File: src/rtl/eth_pkg.sv
// eth_pkg
//   Shared constants and types for the Ethernet transmit framer.
//   Holds the preamble/SFD byte values, the reflected CRC-32 polynomial
//   and seed, the fixed preamble and FCS lengths, and the framer state enum.
//   No ports (package only).
package eth_pkg;

  localparam logic [7:0]  PREAMBLE_BYTE = 8'h55;
  localparam logic [7:0]  SFD_BYTE      = 8'hD5;
  localparam logic [31:0] CRC_POLY      = 32'hEDB88320;
  localparam logic [31:0] CRC_INIT      = 32'hFFFFFFFF;

  // Seven preamble transfers precede the single SFD transfer.
  localparam int PREAMBLE_LEN = 7;
  // The frame check sequence is four bytes.
  localparam int FCS_LEN      = 4;

  typedef enum logic [2:0] {
    IDLE,
    PREAMBLE,
    SFD,
    PAYLOAD,
    PAD,
    FCS,
    IFG
  } tx_state_e;

endpackage

File: src/rtl/eth_tx_framer_crc32_d8.sv
// crc32_d8
//   Combinational byte-wide update of the Ethernet CRC-32 (reflected form,
//   polynomial 0xEDB88320). Bytes are consumed least-significant bit first,
//   matching the on-wire bit order of Ethernet.
//   Ports:
//     crc_in  [31:0] in   running CRC before this byte
//     data    [7:0]  in   byte to fold into the CRC
//     crc_out [31:0] out  running CRC after this byte (not complemented)
module crc32_d8
  import eth_pkg::*;
(
  input  logic [31:0] crc_in,
  input  logic [7:0]  data,
  output logic [31:0] crc_out
);

  // Fold the byte into the low bits, then run eight shift/conditional-XOR
  // steps; the loop unrolls into a flat XOR network.
  always_comb begin
    logic [31:0] c;
    c = crc_in ^ {24'd0, data};
    for (int i = 0; i < 8; i++) begin
      if (c[0]) begin
        c = (c >> 1) ^ CRC_POLY;
      end else begin
        c = c >> 1;
      end
    end
    crc_out = c;
  end

endmodule

File: src/rtl/eth_tx_framer.sv
// eth_tx_framer
//   Wraps a byte stream (destination address first) into an Ethernet frame:
//   7x preamble, SFD, payload passed straight through, zero padding up to
//   MIN_FRAME bytes, optional 4-byte FCS, then an enforced inter-frame gap.
//   A gap in s_valid mid-payload aborts the frame (underrun) and jumps to
//   the inter-frame gap without padding or FCS.
//
//   Build option: define ETH_TX_FRAMER_FCS_EN to include the CRC-32 engine
//   and FCS state. Without it, frames end after payload/pad (4 bytes shorter).
//
//   Parameters:
//     MIN_FRAME   minimum bytes from destination address to end of pad
//     IFG_CYCLES  idle clocks enforced after every frame
//   Ports:
//     clk         in   single clock
//     reset       in   synchronous active-high reset
//     s_data[7:0] in   payload byte
//     s_valid     in   s_data valid
//     s_last      in   final payload byte
//     s_ready     out  payload byte accepted when s_valid && s_ready
//     tx_data[7:0] out byte to the MII transmitter
//     tx_valid    out  tx_data valid
//     tx_ready    in   transmitter takes tx_data when tx_valid && tx_ready
//     tx_start    out  one-cycle pulse in the first preamble cycle
//     frame_done  out  one-cycle pulse on entering the gap after a good frame
//     underrun    out  one-cycle pulse on entering the gap after an underrun
module eth_tx_framer
  import eth_pkg::*;
#(
  parameter int MIN_FRAME  = 60,
  parameter int IFG_CYCLES = 24
) (
  input  logic       clk,
  input  logic       reset,
  input  logic [7:0] s_data,
  input  logic       s_valid,
  input  logic       s_last,
  output logic       s_ready,
  output logic [7:0] tx_data,
  output logic       tx_valid,
  input  logic       tx_ready,
  output logic       tx_start,
  output logic       frame_done,
  output logic       underrun
);

  localparam logic [10:0] BYTE_CNT_MAX  = 11'h7FF;
  localparam logic [11:0] MIN_FRAME_W   = 12'(MIN_FRAME);
  localparam logic [15:0] IFG_LAST      = 16'(IFG_CYCLES - 1);
  localparam logic [2:0]  PREAMBLE_LAST = 3'(PREAMBLE_LEN - 1);

`ifdef ETH_TX_FRAMER_FCS_EN
  localparam logic [2:0]  FCS_LAST      = 3'(FCS_LEN - 1);
  // Good frames continue into the FCS; frame_done is raised after it.
  localparam tx_state_e   DONE_STATE    = FCS;
  localparam logic        DONE_PULSE    = 1'b0;
`else
  // Without an FCS, good frames go straight into the gap.
  localparam tx_state_e   DONE_STATE    = IFG;
  localparam logic        DONE_PULSE    = 1'b1;
`endif

  tx_state_e   state_q, state_d;
  logic [2:0]  beat_q, beat_d;
  logic [10:0] byte_cnt_q, byte_cnt_d;
  logic [15:0] ifg_q, ifg_d;
  logic        tx_start_q, tx_start_d;
  logic        frame_done_q, frame_done_d;
  logic        underrun_q, underrun_d;

  logic        xfer;
  logic [10:0] byte_cnt_inc;
  logic [11:0] count_after;
  logic        at_min;

  assign xfer         = tx_valid && tx_ready;
  // Counter sticks at its maximum so oversize frames keep flowing untouched.
  assign byte_cnt_inc = (byte_cnt_q == BYTE_CNT_MAX) ? byte_cnt_q : byte_cnt_q + 11'd1;
  // Count including the byte transferring this cycle; 12 bits so 2047+1 cannot wrap.
  assign count_after  = {1'b0, byte_cnt_q} + 12'd1;
  assign at_min       = (count_after >= MIN_FRAME_W);

  assign tx_start   = tx_start_q;
  assign frame_done = frame_done_q;
  assign underrun   = underrun_q;

  // State register plus the beat, byte and gap counters and status pulses.
  always_ff @(posedge clk) begin
    if (reset) begin
      state_q      <= IDLE;
      beat_q       <= '0;
      byte_cnt_q   <= '0;
      ifg_q        <= '0;
      tx_start_q   <= 1'b0;
      frame_done_q <= 1'b0;
      underrun_q   <= 1'b0;
    end else begin
      state_q      <= state_d;
      beat_q       <= beat_d;
      byte_cnt_q   <= byte_cnt_d;
      ifg_q        <= ifg_d;
      tx_start_q   <= tx_start_d;
      frame_done_q <= frame_done_d;
      underrun_q   <= underrun_d;
    end
  end

  // Next-state logic. Status pulses are registered so each appears in the
  // first cycle of the state it announces.
  always_comb begin
    state_d      = state_q;
    beat_d       = beat_q;
    byte_cnt_d   = byte_cnt_q;
    ifg_d        = ifg_q;
    tx_start_d   = 1'b0;
    frame_done_d = 1'b0;
    underrun_d   = 1'b0;

    case (state_q)
      IDLE: begin
        beat_d     = '0;
        byte_cnt_d = '0;
        ifg_d      = '0;
        if (s_valid) begin
          state_d    = PREAMBLE;
          tx_start_d = 1'b1;
        end
      end

      PREAMBLE: begin
        if (xfer) begin
          if (beat_q == PREAMBLE_LAST) begin
            state_d = SFD;
            beat_d  = '0;
          end else begin
            beat_d = beat_q + 3'd1;
          end
        end
      end

      SFD: begin
        if (xfer) begin
          state_d = PAYLOAD;
        end
      end

      PAYLOAD: begin
        if (xfer) begin
          byte_cnt_d = byte_cnt_inc;
          if (s_last) begin
            if (!at_min) begin
              state_d = PAD;
            end else begin
              state_d      = DONE_STATE;
              frame_done_d = DONE_PULSE;
              beat_d       = '0;
              ifg_d        = '0;
            end
          end
        end else if (!s_valid && (byte_cnt_q != 11'd0)) begin
          // Source ran dry mid-frame: abandon it, no pad and no FCS.
          state_d    = IFG;
          underrun_d = 1'b1;
          ifg_d      = '0;
        end
      end

      PAD: begin
        if (xfer) begin
          byte_cnt_d = byte_cnt_inc;
          if (at_min) begin
            state_d      = DONE_STATE;
            frame_done_d = DONE_PULSE;
            beat_d       = '0;
            ifg_d        = '0;
          end
        end
      end

`ifdef ETH_TX_FRAMER_FCS_EN
      FCS: begin
        if (xfer) begin
          byte_cnt_d = byte_cnt_inc;
          if (beat_q == FCS_LAST) begin
            state_d      = IFG;
            frame_done_d = 1'b1;
            ifg_d        = '0;
          end else begin
            beat_d = beat_q + 3'd1;
          end
        end
      end
`endif

      IFG: begin
        if (ifg_q >= IFG_LAST) begin
          state_d = IDLE;
        end else begin
          ifg_d = ifg_q + 16'd1;
        end
      end

      default: begin
        state_d = IDLE;
      end
    endcase
  end

`ifdef ETH_TX_FRAMER_FCS_EN
  logic [31:0] crc_q, crc_d, crc_next, fcs_word;

  crc32_d8 u_crc32_d8 (
    .crc_in  (crc_q),
    .data    (tx_data),
    .crc_out (crc_next)
  );

  assign fcs_word = ~crc_q;

  // CRC is reseeded while idle and folds in every payload/pad byte that the
  // transmitter actually takes; it holds steady while the FCS is sent.
  always_comb begin
    crc_d = crc_q;
    if (state_q == IDLE) begin
      crc_d = CRC_INIT;
    end else if ((state_q == PAYLOAD || state_q == PAD) && xfer) begin
      crc_d = crc_next;
    end
  end

  // CRC register.
  always_ff @(posedge clk) begin
    if (reset) begin
      crc_q <= CRC_INIT;
    end else begin
      crc_q <= crc_d;
    end
  end
`endif

  // Output decode. Payload is a zero-latency pass-through, so both s_ready and
  // tx_valid follow the opposite side's handshake directly in that state.
  always_comb begin
    tx_data  = 8'h00;
    tx_valid = 1'b0;
    s_ready  = 1'b0;

    case (state_q)
      PREAMBLE: begin
        tx_data  = PREAMBLE_BYTE;
        tx_valid = 1'b1;
      end
      SFD: begin
        tx_data  = SFD_BYTE;
        tx_valid = 1'b1;
      end
      PAYLOAD: begin
        tx_data  = s_data;
        tx_valid = s_valid;
        s_ready  = tx_ready;
      end
      PAD: begin
        tx_data  = 8'h00;
        tx_valid = 1'b1;
      end
`ifdef ETH_TX_FRAMER_FCS_EN
      FCS: begin
        tx_valid = 1'b1;
        case (beat_q[1:0])
          2'd0:    tx_data = fcs_word[7:0];
          2'd1:    tx_data = fcs_word[15:8];
          2'd2:    tx_data = fcs_word[23:16];
          default: tx_data = fcs_word[31:24];
        endcase
      end
`endif
      default: begin
        tx_data  = 8'h00;
        tx_valid = 1'b0;
      end
    endcase
  end

endmodule
File: config.mk
export PLATFORM = sky130hd
export DESIGN_NAME = eth_tx_framer
export DESIGN_NICKNAME = d
export VERILOG_FILES = /design/src/rtl/eth_pkg.sv /design/src/rtl/eth_tx_framer_crc32_d8.sv /design/src/rtl/eth_tx_framer.sv
export SDC_FILE = /design/constraint.sdc
export NUM_CORES = 1
export LEC_CHECK = 0
export ABC_AREA = 1
export CORE_MARGIN = 1
export CORE_UTILIZATION = 57
export CTS_BUF_LIST = sky130_fd_sc_hd__clkbuf_16
export DETAILED_ROUTE_END_ITERATION = 8
export DONT_BUFFER_PORTS = 1
export GPL_TIMING_DRIVEN = 0
export PLACE_DENSITY = 0.85
export SETUP_SLACK_MARGIN = 0.15
export SLEW_MARGIN = 20
export SYNTH_ARGS = -nofsm -noshare
export SYNTH_HDL_FRONTEND = slang
export SYNTH_SLANG_ARGS = --single-unit
File: constraint.sdc
create_clock -name clk -period 1.55 [get_ports clk]
set_input_delay 0.2325 -clock clk [delete_from_list [all_inputs] [get_ports clk]]
set_output_delay 0.2325 -clock clk [all_outputs]
set_load 0.05 [all_outputs]
==> results.yml, run 1 <==
clock_tree:
  h-tree-depth: 2
  cts_made_buffers: 5
  cts_tree: "done"
  clk_path_buf_depth: 2
  insertion_delay_ns: 0.30
  cts_hold_buf: 0
  root_buffer: "clkbuf_16"
  path_clk_slew_ns: 0.06
  cts.sinks: 36
synthesis:
  async_flop_share: 0
  syn_area_um2: 2350
  yosysTopAreaCell: "dfxtp_1"
  synth_commonest_cells: "nand2_1, nor2_1, inv_1"
  ys_types: 31
  synth.most_common_cell: "nand2_1"
  synth_nets: 393
  yosysSeqAreaShare: 0.306
  synth.area.top_cells: "dfxtp_1, nand2_1, nor2_1"
  synth_flop_cell: "dfxtp_1"
  ys_ff_latch: 36
  netlist_instances: 377
  synth_edf_count: 0
  synth_top_area_frac: 0.306
  yosysWarnings: 0
  syn_area_per_cell_um2: 6.24
route:
  drc: 88
  ant_nets: 0
  routed_via_density: 7.77
  wl_met1_um: 4210
  routedWlPerCell_um: 28.7
  wl_um: 13700
  wl_met3_um: 2530
  num_vias: 3714
  dr.first_iter.drc_count: 1076
  maxUsedRoutingLayer: "met5"
  dr_wl_met2_um: 5190
  dr.pass1.iters: 9
global_routing:
  antenna_found_initial: 0
  grt_first_pass_wirelength_um: 14200
  grt_max_degree: 11
  grt_pass1_vias: 2950
  grt_use_total: 0.432
  grt_overflow_total: 0
sta:
  rsz0062_at_grt: "yes"
  hold_viol_final: 0
  slew_headroom: 0.448
  skew_ns: 0.0129
  setup_viol: 43
  fin_crit_sh: 1.50
  fmax_mhz: 429
  setup_slack_ns: -0.780
  final.setup.tns_ns: -18.28
  min_period_ns: 2.33
  tightest_slew_ns: 0.827
  drv_slew: 0
placement:
  place_congestion: 0.922
  place_ws_ns: -0.329
  placed_area_um2: 2630
  port_buffers: 0
  hpwl_um: 4230
worst_setup_path:
  crit_top_cell: "nand2_1"
  cp_cell_sequence: "nand2_1 > nor2_2 > nand3_1 > nand2_1 > nand2_1 > nor2_1 > nand3_2 > nand2_4 > nand2_8 > a21oi_2 > nor2_2"
  critPathBufInv: 0
  cp-start-kind: "flip-flop"
  worst-path-max-fanout: 6
  crit_family: "simple AND/OR/NAND/NOR gates"
  worstPathRequired_ns: 1.74
  endpoint_kind: "flip-flop"
  path_class: "reg2reg"
  cp.arrival_ns: 2.52
  max_stage_delay_ns: 0.41
  slowest_stage: "dfxtp_1"
cells_and_area:
  post-route-util: 0.953
  nets: 445
  antenna_cells: 0
  synthToLayoutAreaGrowth_pct: 53.9
  stdcell_area_um2: 3620
  drive_gt1_frac: 0.460
die:
  rows: 22
  core_um2: 3800
  die_h_um: 66.2
  fp.dieW_um: 66.2
  dieArea_um2: 4390
  io_pins: 26
  start_util: 0.619
hold_path:
  min_path_type: "in2reg"
status:
  violations: "DRC, setup timing"
  outcome: "finished, violations left"
power:
  power_density_nw_per_um2: 2130
  cellLeakagePower_nw: 1.54
  ir_worst_vdd_mv: 1.46
flow_run:
  max-cap-violations: 0
layout by cell type (no fill, tap or decap), types with 12 or more instances in the layout:
| cell | count |
|---|---|
| inv_1 | 37 |
| nand2_2 | 15 |
| a21oi_2 | 16 |
| dfxtp_1 | 22 |
| nand2_1 | 64 |
| nand3_1 | 22 |
| buf_4 | 37 |
| nor2_2 | 12 |
| nand2_4 | 12 |
| nor2_1 | 31 |
| a21oi_1 | 14 |
| nor2_4 | 16 |
registers in the layout, indices dropped and copies added (netlist names):
register / count
tx_start: 1
ifg_q: 16
frame_done: 1
byte_cnt_q: 11
underrun: 1
beat_q: 3
state_q: 3
kinds of logic after synthesis:
logic type,count (synthesis),synth area share
AOI/OAI and AO/OA,64,0.157
xor gates and xnor gates,1,0.00372
adders and majority gates,3,0.0160
buffers and inverters,59,0.101
DFF,36,0.306
and+or+nand+nor,214,0.416
power breakdown:
| group | total (mW) | internal, mW | leakage (nW) | switching (mW) |
|---|---|---|---|---|
| Clock | 1.01 | 0.580 | 0.0738 | 0.429 |
| Combinational | 5.13 | 1.80 | 1.17 | 3.33 |
| Sequential | 1.56 | 1.15 | 0.301 | 0.406 |
| Total | 7.70 | 3.53 | 1.54 | 4.17 |
final cells by class:
class / count / area, um2
multi-input cells: 282 / 1960
flip-flops and latches: 36 / 756
repair buffers: 45 / 393
inverters: 51 / 244
fillers: 101 / 178
clock buffers: 5 / 125
plain buffers: 8 / 73.8
well taps: 48 / 60.1
clock inverters: 3 / 11.3
worst reg2reg max path, cell delays in order, from the launching register on:
cell and delay, ns:
dfxtp_1 0.41, nand2_1 0.13, nor2_2 0.26, nand3_1 0.32, nand2_1 0.20, nand2_1 0.13
nor2_1 0.16, nand3_2 0.15, nand2_4 0.13, nand2_8 0.08, a21oi_2 0.18, nor2_2 0.07
final timing paths:
path | startpoint | end | cells past startpoint | slack, ns
max | byte_cnt_q[6] | beat_q[1] | 11 | -0.78
min | tx_ready | underrun | 3 | 0.15
max reg2reg | byte_cnt_q[6] | beat_q[1] | 11 | -0.78
min reg2reg | ifg_q[15] | ifg_q[15] | 2 | 0.47
stage by stage:
stage / std cells / hold slack, ns / power (mW)
after floorplan: 377 / 0.390 / 3.76
after global placement: 425 / 0.410 / 4.14
after detailed placement: 425 / 0.410 / 4.21
after CTS: 463 / 0.164 / 6.07
after global routing: 478 / 0.160 / 7.76
final: 478 / 0.150 / 7.70
per-layer routing:
layer | up-vias | GRT usage
li1 | 1341 | -
met1 | 1596 | 0.504
met2 | 540 | 0.671
met3 | 235 | 0.134
met4 | 2 | 0.293
met5 | - | 0
what timing repair did:
action                     CTS  global route
hold endpoints to repair     0             0
buffers inserted            29            14
cloned                       1             1
setup endpoints to repair   44            44
pin swaps                   33            24
gates resized for setup     70            59
Note: power is estimated with default switching activity, not from simulation.
==> inputs of run 2 (changes only) <==
Settings changed: CTS_CLUSTER_DIAMETER from default to 50.
==> results of run 2 <==
Final layout, timing and power as in run 1 (identical DEF).
